## src/rtl/pic_pkg.sv

```systemverilog
// Shared types and constants for the 8259 INTA sequencer slice.
package pic_pkg;

  localparam int unsigned NUM_IRQ      = 8;
  localparam int unsigned IDX_W        = 3;
  localparam int unsigned SPURIOUS_IDX = 7;
  localparam int unsigned VEC_BASE_W   = 5;
  localparam int unsigned DATA_W       = 8;

  // EOI command flavour carried on eoi_specific
  localparam logic EOI_NONSPECIFIC = 1'b0;
  localparam logic EOI_SPECIFIC    = 1'b1;

  typedef enum logic [2:0] {
    IDLE = 3'd0,
    PEND = 3'd1,
    ACK1 = 3'd2,
    GAP  = 3'd3,
    ACK2 = 3'd4
  } state_e;

  // Lowest set bit index (IR0 is highest priority); 0 when the vector is empty
  function automatic logic [IDX_W-1:0] lowest_idx(input logic [NUM_IRQ-1:0] v);
    lowest_idx = '0;
    for (int i = NUM_IRQ - 1; i >= 0; i--) begin
      if (v[i]) lowest_idx = IDX_W'(i);
    end
  endfunction

endpackage

```

## src/rtl/priority_resolver.sv

```systemverilog
// Fixed-priority resolver: finds the highest-priority request that outranks ISR.
module priority_resolver
  import pic_pkg::*;
(
  input  logic [NUM_IRQ-1:0] i_req,
  input  logic [NUM_IRQ-1:0] i_isr,
  output logic               o_found_c,
  output logic [IDX_W-1:0]   o_idx_c
);

  logic [IDX_W-1:0] w_isr_idx;

  // A request wins only if strictly higher priority than the top in-service bit
  always_comb begin
    o_idx_c   = lowest_idx(i_req);
    w_isr_idx = lowest_idx(i_isr);
    o_found_c = (|i_req) && (~|i_isr || (o_idx_c < w_isr_idx));
  end

endmodule

```

## src/rtl/inta_sequencer.sv

```systemverilog
// CPU-side INT/INTA responder of the 8259: two-pulse handshake, vector drive, ISR/EOI.
module inta_sequencer
  import pic_pkg::*;
(
  input  logic                  i_clk,
  input  logic                  i_reset,
  input  logic [NUM_IRQ-1:0]    i_irq_status,
  input  logic [NUM_IRQ-1:0]    i_imr,
  input  logic [VEC_BASE_W-1:0] i_vector_base,
  input  logic                  i_aeoi,
  input  logic                  i_inta_n,
  input  logic                  i_eoi_req,
  input  logic                  i_eoi_specific,
  input  logic [IDX_W-1:0]      i_eoi_level,
  output logic                  o_int_out,
  output logic                  o_ack_valid,
  output logic [IDX_W-1:0]      o_ack_idx,
  output logic [NUM_IRQ-1:0]    o_isr,
  output logic [DATA_W-1:0]     o_data_out,
  output logic                  o_data_oe
);

  state_e              r_state;
  logic                r_inta_n_d;
  logic [IDX_W-1:0]    r_idx;
  logic                r_spurious;
  logic                r_int_out;
  logic                r_ack_valid;
  logic [IDX_W-1:0]    r_ack_idx;
  logic [NUM_IRQ-1:0]  r_isr;
  logic [DATA_W-1:0]   r_data_out;
  logic                r_data_oe;

  state_e              w_state_nxt;
  logic [IDX_W-1:0]    w_idx_nxt;
  logic                w_spurious_nxt;
  logic                w_int_nxt;
  logic                w_ack_valid_nxt;
  logic [IDX_W-1:0]    w_ack_idx_nxt;
  logic [NUM_IRQ-1:0]  w_isr_nxt;
  logic [DATA_W-1:0]   w_data_out_nxt;
  logic                w_data_oe_nxt;
  logic [NUM_IRQ-1:0]  w_isr_set;
  logic [NUM_IRQ-1:0]  w_aeoi_clr;
  logic [NUM_IRQ-1:0]  w_eoi_clr;

  logic [NUM_IRQ-1:0]  w_req;
  logic                w_cand_found;
  logic [IDX_W-1:0]    w_cand_idx;
  logic                w_isr_found;
  logic [IDX_W-1:0]    w_isr_idx;
  logic                w_fall;
  logic                w_rise;

  assign w_req  = i_irq_status & ~i_imr;
  assign w_fall = r_inta_n_d & ~i_inta_n;
  assign w_rise = ~r_inta_n_d & i_inta_n;

  priority_resolver u_cand (
    .i_req     (w_req),
    .i_isr     (r_isr),
    .o_found_c (w_cand_found),
    .o_idx_c   (w_cand_idx)
  );

  // Top in-service bit, target of a non-specific EOI
  priority_resolver u_isr_top (
    .i_req     (r_isr),
    .i_isr     ({NUM_IRQ{1'b0}}),
    .o_found_c (w_isr_found),
    .o_idx_c   (w_isr_idx)
  );

  // EOI clear mask, computed against the current (pre-set) ISR
  always_comb begin
    w_eoi_clr = '0;
    if (i_eoi_req) begin
      case (i_eoi_specific)
        EOI_SPECIFIC:    w_eoi_clr[i_eoi_level] = 1'b1;
        EOI_NONSPECIFIC: if (w_isr_found) w_eoi_clr[w_isr_idx] = 1'b1;
      endcase
    end
  end

  // Handshake next-state and registered-output next values
  always_comb begin
    w_state_nxt     = r_state;
    w_idx_nxt       = r_idx;
    w_spurious_nxt  = r_spurious;
    w_ack_valid_nxt = 1'b0;
    w_ack_idx_nxt   = r_ack_idx;
    w_isr_set       = '0;
    w_aeoi_clr      = '0;
    w_data_out_nxt  = r_data_out;
    w_data_oe_nxt   = r_data_oe;

    case (r_state)
      IDLE: begin
        if (w_cand_found) w_state_nxt = PEND;
      end
      PEND: begin
        // INT stays up even if the request vanishes; pulse 1 then goes spurious
        if (w_fall) begin
          w_state_nxt = ACK1;
          if (w_cand_found) begin
            w_idx_nxt              = w_cand_idx;
            w_spurious_nxt         = 1'b0;
            w_ack_valid_nxt        = 1'b1;
            w_ack_idx_nxt          = w_cand_idx;
            w_isr_set[w_cand_idx]  = 1'b1;
          end else begin
            w_idx_nxt      = IDX_W'(SPURIOUS_IDX);
            w_spurious_nxt = 1'b1;
          end
        end
      end
      ACK1: begin
        if (w_rise) w_state_nxt = GAP;
      end
      GAP: begin
        if (w_fall) begin
          w_state_nxt    = ACK2;
          w_data_oe_nxt  = 1'b1;
          w_data_out_nxt = {i_vector_base, r_idx};
        end
      end
      ACK2: begin
        if (w_rise) begin
          w_state_nxt    = IDLE;
          w_data_oe_nxt  = 1'b0;
          w_data_out_nxt = '0;
          if (i_aeoi && !r_spurious) w_aeoi_clr[r_idx] = 1'b1;
        end
      end
      default: w_state_nxt = IDLE;
    endcase

    w_int_nxt = (w_state_nxt == PEND);
    // A set on the same bit as an EOI clear wins
    w_isr_nxt = ((r_isr & ~w_eoi_clr) | w_isr_set) & ~w_aeoi_clr;
  end

  // State and output registers with synchronous reset
  always_ff @(posedge i_clk) begin
    if (i_reset) begin
      r_state     <= IDLE;
      r_inta_n_d  <= 1'b1;
      r_idx       <= '0;
      r_spurious  <= 1'b0;
      r_int_out   <= 1'b0;
      r_ack_valid <= 1'b0;
      r_ack_idx   <= '0;
      r_isr       <= '0;
      r_data_out  <= '0;
      r_data_oe   <= 1'b0;
    end else begin
      r_state     <= w_state_nxt;
      r_inta_n_d  <= i_inta_n;
      r_idx       <= w_idx_nxt;
      r_spurious  <= w_spurious_nxt;
      r_int_out   <= w_int_nxt;
      r_ack_valid <= w_ack_valid_nxt;
      r_ack_idx   <= w_ack_idx_nxt;
      r_isr       <= w_isr_nxt;
      r_data_out  <= w_data_out_nxt;
      r_data_oe   <= w_data_oe_nxt;
    end
  end

  assign o_int_out   = r_int_out;
  assign o_ack_valid = r_ack_valid;
  assign o_ack_idx   = r_ack_idx;
  assign o_isr       = r_isr;
  assign o_data_out  = r_data_out;
  assign o_data_oe   = r_data_oe;

endmodule

```

## config.mk

```make
export PLATFORM = sky130hd
export DESIGN_NAME = inta_sequencer
export DESIGN_NICKNAME = d
export VERILOG_FILES = /design/src/rtl/pic_pkg.sv /design/src/rtl/priority_resolver.sv /design/src/rtl/inta_sequencer.sv
export SDC_FILE = /design/constraint.sdc
export NUM_CORES = 1
export LEC_CHECK = 0
export ABC_AREA = 1
export BUFFER_PORTS_ARGS = -buffer_cell sky130_fd_sc_hd__buf_2
export CORE_MARGIN = 4
export CORE_UTILIZATION = 40
export DETAILED_ROUTE_END_ITERATION = 10
export PLACE_DENSITY = 0.64
export SETUP_SLACK_MARGIN = 0.02
export SYNTH_ARGS = -nofsm -noshare
export SYNTH_HDL_FRONTEND = slang
export SYNTH_SLANG_ARGS = --single-unit
```

## constraint.sdc

```tcl
create_clock -name i_clk -period 1.69 [get_ports i_clk]
set_input_delay 0.169 -clock i_clk [delete_from_list [all_inputs] [get_ports i_clk]]
set_output_delay 0.169 -clock i_clk [all_outputs]
set_load 0.005 [all_outputs]
```

Word level (Yosys, flattened, before mapping)
Index checks and enable logic that the tools add are counted.
Storage, ports and cells
  register bits after elaboration: 30
  input port bits: 30
  output and inout port bits: 22
  word-level logic and storage cells: 105
Cells by class
  order comparisons: 9
  equal/unequal tests: 7
  muxes and demuxes: 48
  bitwise logic cells: 14
  reductions and logical operators: 17
Operator list (count)
  two-way mux 8 bit: 10
  two-way mux 3 bit: 22
  case mux 8 bit (2 select lines): 2
  bitwise AND 8 bit: 3
  inverter 8 bit: 3
  less-than comparator 3 x 4 -> 1 bit (second input constant): 4
  OR reduction 8 bit: 2
  case mux 3 bit (5 select lines): 1
  demux 1 bit (select 3 bit): 4
  >= comparator 3 x 1 -> 1 bit (second input constant): 4
  two-way mux 1 bit: 8
  bitwise OR 8 bit: 1
  == test 3 x 1 -> 1 bit (second input constant): 2
  == test 3 x 2 -> 1 bit (second input constant): 2
  logical AND 1 bit: 6
  AND reduction 3 bit: 2
  inverter 1 bit: 5
  != test 2 bit (second input constant): 2
  == test 3 bit (second input constant): 1
  zero test 3 bit: 1
  less-than comparator 3 bit: 1
  OR reduction 3 bit: 1
  bitwise AND 1 bit: 2
  zero test 1 bit: 2
  4 further kinds: 4

Longest topological paths before layout
Gate-level depths: netlist (run 1).
  word-level depth: 19
  mapped depth: 17

By module
From an unflattened synthesis (run 1), not the netlist that was laid out.
Unflattened totals
  cell total of the unflattened synthesis: 352
  area total of the unflattened synthesis: 2025.7 um2
By module, submodules not included
  inta_sequencer: instances 1, cells each 244, area an instance 1525.2 um2, sequential area each 600.6 um2
  priority_resolver: instances 2, cells each 54, area an instance 250.2 um2, sequential area each 0.0 um2

Worst setup path before layout (run 1)
No wires, ideal clock.
  path kind: reg2reg
  start point: register r_isr[0], in the netlist o_isr[0]
  end point: register r_idx[1]
  library setup time: 0.119 ns
  arrival time: 1.732 ns
  data required time: 1.571 ns
  setup slack: -0.161 ns
  stages on the path, launching flop included: 12
  path buffers: 0
  clock period less this slack: 1.851 ns
  cell sequence: dfxtp_1 -> nor2_1 -> inv_2 -> nor2_1 -> o31ai_1 -> ha_1 -> a21oi_1 -> nand2_2 -> nand2_4 -> nand3_4 -> o21ai_2 -> a21oi_1
Between the ends
  cells in the longest elaborated chain, start to end: 5
  elaborated cells on any way between the ends: 7
  those cells by class: order compare (1); mux (2); reduce/logical (4)
RTL lines
  start, declared: line inta_sequencer.sv:30  | logic [NUM_IRQ-1:0] r_isr;
  start signal, assigned: line inta_sequencer.sv:164  | r_isr <= w_isr_nxt;
  two-way mux 3 bit or OR reduction 8 bit (tied branches): line pic_pkg.sv:26, priority_resolver.sv:17
  less-than comparator 3 bit or zero test 1 bit (tied branches): line priority_resolver.sv:17  | o_found_c = (|i_req) && (~|i_isr || (o_idx_c < w_isr_idx));
  logical OR 1 bit *: line priority_resolver.sv:17
  logical AND 1 bit *: line priority_resolver.sv:17
  two-way mux 3 bit *: line inta_sequencer.sv:105  | if (w_cand_found) begin
  end signal, assigned: line inta_sequencer.sv:159  | r_idx <= w_idx_nxt;
  end, declared: line inta_sequencer.sv:25  | logic [IDX_W-1:0] r_idx;
Every way passes the cells marked *; elsewhere a longest branch is shown, timed or not.
A chain may end at the register's enable or synchronous reset.

Worst setup path in the final report (run 1)
  start point: register r_isr[2], in the netlist o_isr[2]
  end point: register r_idx[2]
Between the ends
  cells in the longest elaborated chain, start to end: 7
  elaborated cells on any way between the ends: 9
  those cells by class: order compare (1); mux (4); reduce/logical (4)
RTL lines
  two-way mux 3 bit (3 in a row): line pic_pkg.sv:26  | if (v[i]) lowest_idx = IDX_W'(i);
  less-than comparator 3 bit: line priority_resolver.sv:17
  logical OR 1 bit *: line priority_resolver.sv:17
  logical AND 1 bit *: line priority_resolver.sv:17
  two-way mux 3 bit *: line inta_sequencer.sv:105
Marks and branches as above.

==> flow_summary.toml, run 1 <==
[status]
outcome = "finished with violations"
violations = "negative setup slack"

[global_routing]
grt-ovfl-total = 0
met3_usage = 0.0455
grt_usage = 0.165
grtUsageMet2 = 0.290
grt_use_met1 = 0.197
busiest_layer = "met2"
grt_pass1_vias = 1756
antenna_found_initial = 0
grt_max_degree = 16
grt_pass1_wl_mm = 7.09

[drt]
dr.pass1.iters = 4
wl_per_cell_um = 10.6
drtIter0Drc = 59
drt-total-wl_mm = 4.18
ant_nets = 0
vias = 1871
vias_per_cell = 4.75
drc = 0

[synthesis]
synthArstFlopShare = 0
syn_avg_cell_area_sq_um = 6.49
yosysUniqueCellTypes = 27
yosysSeqAreaShare = 0.355
synthCells = 261
ys_seq_elements = 30
ys.flop_type = "dfxtp_1"
ys_top_cells_by_count = "nand2_1 (56), nor2_1 (43), inv_1 (38)"
synth-edff-count = 0
synth.largest_area_cell = "dfxtp_1"
yosysMostFrequentCell = "nand2_1"
syn-num-nets = 293
synth_top_area_frac = 0.355
netlist_area_sq_mm = 0.00169
yosys_warnings = 0
ys_top_cells_by_area = "dfxtp_1 (35%), nand2_1 (12%), nor2_1 (9.5%)"

[floorplanning]
die_width_um = 73.1
core_sq_mm = 0.00406
start_util = 0.418
die_h_um = 73.1
num_io_pins = 52
num_rows = 23
die_area_sq_mm = 0.00534

[critical_path]
max_stage_delay_ns = 0.33
crit_type = "reg -> reg"
path_buf_inv = 1
crit_slowest_cell = "dfxtp_2"
worst_setup_path_start_kind = "flop"
worstReg2RegStart = "o_isr[2]$_SDFF_PP0_"
worstPathMaxFanout = 7
required_ns = 1.85
crit_chain = "nor2_4 -> inv_2 -> nor2_4 -> o31ai_2 -> ha_1 -> a21oi_2 -> nand2_2 -> nand2_4 -> nand3_4 -> o21ai_2 -> a21oi_1"
regToRegEndpoint = "r_idx[2]$_SDFFE_PP0P_"
regToRegSetupSlack_ns = -0.15
cp_common_cell = "nor2_4"
critPathTopFamily = "simple AND/OR/NAND/NOR gates"
cp-end-kind = "flop"
r2r_cells = 11
cp.arrival_ns = 2.01

[final_layout]
fin_nets = 375
drive_gt1_frac = 0.381
stdcell_area_sq_mm = 0.00241
area_growth_pct = 42.1
antennaDiodeCount = 0
utilization = 0.593

[place]
dpl_cell_area_sq_mm = 0.00220
port_buffers = 51
dp.final_hpwl_mm = 3.37
dp_worst_setup_slack_ns = -0.200
gp_congestion = 0.835

[clock_tree]
cts_tree = "done"
htree_levels = 2
cts_sinks = 30
clk_pin_slew_ns = 0.06
clk_latency_ns = 0.28
cts_buffers = 5
cts_root_buf = "clkbuf_8"
clockBufferDepth = 2

[pwr]
leakagePower_nw = 1.18
powerDensity_mw_per_mm2 = 793
vdd.ir_drop.worst_mv = 0.531

[sta]
rsz0062_at_grt = "yes"
finalSetupViolations = 18
setup_slack_ns = -0.154
skew_ns = 0.00246
relSlewSlack = 0.662
slew_viol_final = 0
fin_crit_sh = 1.09
tightest_slew_ns = 0.505
tns_ns = -1.74
fmax_mhz = 542
hold_viol = 0
layout_min_cycle_time_ns = 1.84

[min_path]
min_delay_worst_endpoint = "r_inta_n_d$_SDFF_PP1_"
hold_start = "i_inta_n"
hp-class = "in -> reg"
hold_depth = 3

[flow_run]
maxCapViolations = 0
-- registers in the layout (all words and copies together) (netlist names) --
signal and flops:
o_data_out 8, o_isr 8, r_state 3, o_data_oe 1
o_ack_valid 1, o_ack_idx 3, o_int_out 1, r_inta_n_d 1
r_spurious 1, r_idx 3
-- cells by family after synthesis --
kind of cell | share of synthesized area
flops | 0.355
buf+inv | 0.106
compound gates | 0.205
fa+ha+maj | 0.0148
simple gates | 0.320
-- final cells by class --
| type | instances | area (sq um) |
|---|---|---|
| fillers | 414 | 1650 |
| multi-input cells | 183 | 992 |
| flip-flops and latches | 30 | 612 |
| repair buffers | 77 | 462 |
| inverters | 46 | 173 |
| clock buffers | 7 | 76.3 |
| well taps | 50 | 62.6 |
| clock inverters | 1 | 30.0 |
-- cells in the final DEF (no fill, tap or decap), types with 8 or more instances in the layout --
master    n
o21ai_0  22
nor2_2   11
a21oi_1  19
buf_2    51
nor2_1   29
dfxtp_1  23
nand2_1  54
inv_2     8
buf_4    23
inv_1    36
-- worst reg2reg max path, cell delays in order, from the launching register on --
cell and delay (ns):
dfxtp_2 0.33, nor2_4 0.12, inv_2 0.06, nor2_4 0.12
o31ai_2 0.07, ha_1 0.32, a21oi_2 0.14, nand2_2 0.08
nand2_4 0.11, nand3_4 0.15, o21ai_2 0.19, a21oi_1 0.05
-- layer usage --
layer,vias to the layer above,part of all wire
li1,998,-
met1,825,0.47
met2,42,0.46
met3,6,0.053
met4,0,0.010
met5,-,0
-- timing repair --
item / in CTS / in global routing
hold endpoints to repair: 0 / 0
endpoints found under the setup margin: 18 / 18
buffers inserted: 2 / 2
resized for setup: 11 / 15
hold buffers: 0 / 0
pin swaps: 7 / 5
-- where the power goes --
part	switching, mW	internal, mW	total (mW)
registers	0.0312	0.750	0.781
clock network	0.261	0.441	0.702
logic	0.243	0.183	0.426
total	0.536	1.37	1.91
-- worst max-delay path by stage --
stage	from	endpoint	slack, ns	cells past startpoint
4_1_cts	o_isr[3]$_SDFF_PP0_	o_ack_idx[1]$_SDFFE_PP0P_	-0.12	11
3_3_place_gp	i_irq_status[3]	r_idx[1]$_SDFFE_PP0P_	-0.16	15
6_report	o_isr[2]$_SDFF_PP0_	r_idx[2]$_SDFFE_PP0P_	-0.15	11
5_1_grt	o_isr[2]$_SDFF_PP0_	o_isr[3]$_SDFF_PP0_	-0.26	14
3_5_place_dp	i_irq_status[3]	r_idx[1]$_SDFFE_PP0P_	-0.20	15
2_1_floorplan	o_isr[0]$_SDFF_PP0_	r_idx[1]$_SDFFE_PP0P_	0.001	13
-- metrics by stage --
step | hold slack [ns] | std cells | power [mW]
floorplan | 0.238 | 261 | 1.05
finish | 0.108 | 394 | 1.91
detailed placement | 0.399 | 382 | 1.19
CTS | 0.106 | 392 | 1.91
global route | 0.118 | 394 | 2.02
global placement | 0.387 | 382 | 1.19
(Power assumes the default switching activity.)
==> run 2, diff against run 1 <==
ABC_AREA = not set   (was 1)
CORE_UTILIZATION = 45   (was 40)
PLACE_DENSITY = 0.72   (was 0.64)
==> flow_summary.toml, run 2 <==
[clock_tree]
cts_tree = "done"
clk_pin_slew_ns = 0.06
clockBufferDepth = 2
postCtsHoldBufs = 0
htree_levels = 2
cts_sinks = 30
clk_latency_ns = 0.28
cts_root_buf = "clkbuf_8"
cts_buffers = 5

[critical_path]
cp.arrival_ns = 2.47
cp-end-kind = "flop"
crit_chain = "or4_4 -> nand2b_4 -> ha_4 -> o21a_1 -> o22ai_4 -> nor3b_4 -> buf_4 -> a21oi_2 -> a311oi_2"
crit_type = "reg -> reg"
max_stage_delay_ns = 0.52
required_ns = 1.87
worst_setup_path_start_kind = "flop"
crit_slowest_cell = "or4_4"
worstPathMaxFanout = 4

[synthesis]
yosysUniqueCellTypes = 45
ys_top_cells_by_count = "nor2_1 (31), dfxtp_1 (30), nand2_1 (12), o21ai_0 (12)"
synth-edff-count = 0
yosysSeqAreaShare = 0.364
synth.largest_area_cell = "dfxtp_1"
syn_avg_cell_area_sq_um = 8.16
yosys_warnings = 0
syn-num-nets = 234
netlist_area_sq_mm = 0.00165
yosysMostFrequentCell = "nor2_1"
ys_seq_elements = 30
ys.flop_type = "dfxtp_1"
synthArstFlopShare = 0
synthCells = 202
synth_top_area_frac = 0.364
ys_top_cells_by_area = "dfxtp_1 (36%), nor2_1 (7.1%), a22oi_1 (4.6%)"

[pwr]
vdd.ir_drop.worst_mv = 0.694
leakagePower_nw = 1.12
powerDensity_mw_per_mm2 = 790

[sta]
hold_viol = 0
tightest_slew_ns = 0.555
fin_crit_sh = 1.35
fmax_mhz = 438
skew_ns = 0.00608
tns_ns = -8.89
rsz0062_at_grt = "yes"
relSlewSlack = 0.629
layout_min_cycle_time_ns = 2.28
finalSetupViolations = 18
setup_slack_ns = -0.593
slew_viol_final = 0

[global_routing]
antenna_found_initial = 0
grt_max_degree = 16
grt_pass1_wl_mm = 7.61
grt-ovfl-total = 0
grt_pass1_vias = 1704
grt_usage = 0.217

[final_layout]
antennaDiodeCount = 0
drive_gt1_frac = 0.431
fin_nets = 328
layout_commonest_cell = "buf_2"
area_growth_pct = 48.8
nFillCells = 298
final_cell_mix = "buf_2 (51), buf_4 (41), dfxtp_1 (28)"
utilization = 0.713

[status]
violations = "negative setup slack"
outcome = "finished with violations"

[floorplanning]
die_width_um = 68.5
die_area_sq_mm = 0.00470
num_io_pins = 52
start_util = 0.479
die_h_um = 68.5
core_sq_mm = 0.00344
num_rows = 21

[drt]
dr.pass1.iters = 5
drt-total-wl_mm = 4.84
ant_nets = 0
vias_per_cell = 5.51
drc = 0
wl_per_cell_um = 14.1
drtIter0Drc = 68
vias = 1890

[place]
dp.final_hpwl_mm = 3.61
port_buffers = 51
dp_worst_setup_slack_ns = -0.555
gp_congestion = 0.837

[flow_run]
maxCapViolations = 0

[min_path]
hp-class = "in -> reg"
[run 2: cell types whose count changed in the layout (fill, tap and decap cells not counted), sizes merged, moves of 12 or more]
cell	previous run	this run
nor2	43	31
buf	77	93
nand2	61	12
o21ai	27	13
a21oi	23	10
inv	44	8
[run 2: worst paths after layout]
kind | from | to | slack (ns) | depth (start not counted)
max | o_isr[1]$_SDFF_PP0_ | o_isr[7]$_SDFF_PP0_ | -0.59 | 9
min reg2reg | o_ack_idx[1]$_SDFFE_PP0P_ | o_ack_idx[1]$_SDFFE_PP0P_ | 0.48 | 2
max reg2reg | o_isr[1]$_SDFF_PP0_ | o_isr[7]$_SDFF_PP0_ | -0.59 | 9
min | i_inta_n | r_inta_n_d$_SDFF_PP1_ | 0.11 | 2
[run 2: layer usage]
| metal | part of all wire | global-route usage | vias up |
|---|---|---|---|
| met5 | 0 | 0 | - |
| li1 | - | - | 936 |
| met2 | 0.48 | 0.358 | 66 |
| met3 | 0.061 | 0.0583 | 10 |
| met1 | 0.45 | 0.273 | 878 |
| met4 | 0.015 | 0.0720 | 0 |
[run 2: what timing repair did]
action / CTS / global route
setup buffers: 2 / 1
setup endpoints to repair: 18 / 18
resized for setup: 7 / 8
hold endpoints to repair: 0 / 0
pin swaps: 9 / 8
[run 2: layout make-up]
type | count | area, sq um | area share
multi-input cells | 158 | 1100 | 0.447
flip-flops and latches | 30 | 603 | 0.246
repair buffers | 93 | 574 | 0.234
clock buffers | 7 | 86.3 | 0.0352
well taps | 46 | 57.6 | 0.0235
inverters | 8 | 30.0 | 0.0122
clock inverters | 1 | 5.00 | 0.00204
[run 2: stage by stage]
stage	hold slack, ns	std cells	power, mW	cell area, sq um
4_1_cts	0.0974	342	1.94	2410
6_report	0.110	343	1.94	2450
3_3_place_gp	0.387	332	1.32	2270
5_1_grt	0.112	343	2.05	2450
2_1_floorplan	0.276	202	1.11	1690
3_5_place_dp	0.389	332	1.33	2270
[run 2: critical path: cells and delay by family, from the launching register on]
family	cells	cell delay (ns)
compound gates	4	0.50
buf+inv	1	0.16
simple gates	3	0.98
fa+ha+maj	1	0.21
flops	1	0.32
[run 2: cells by family (layout without fill, tap and decap cells)]
group	count (synthesis)	after routing	synth area share
adders and majority gates	2	2	0.0152
xor gates and xnor gates	1	1	0.00531
buffers and inverters	14	109	0.0364
AOI/OAI and AO/OA	64	64	0.281
DFF	30	30	0.364
and+or+nand+nor	91	91	0.297
[run 2: power breakdown]
part           switching (mW)  internal (mW)
clock network           0.250          0.328
logic                   0.275          0.287
registers              0.0393          0.758
total                   0.564           1.37
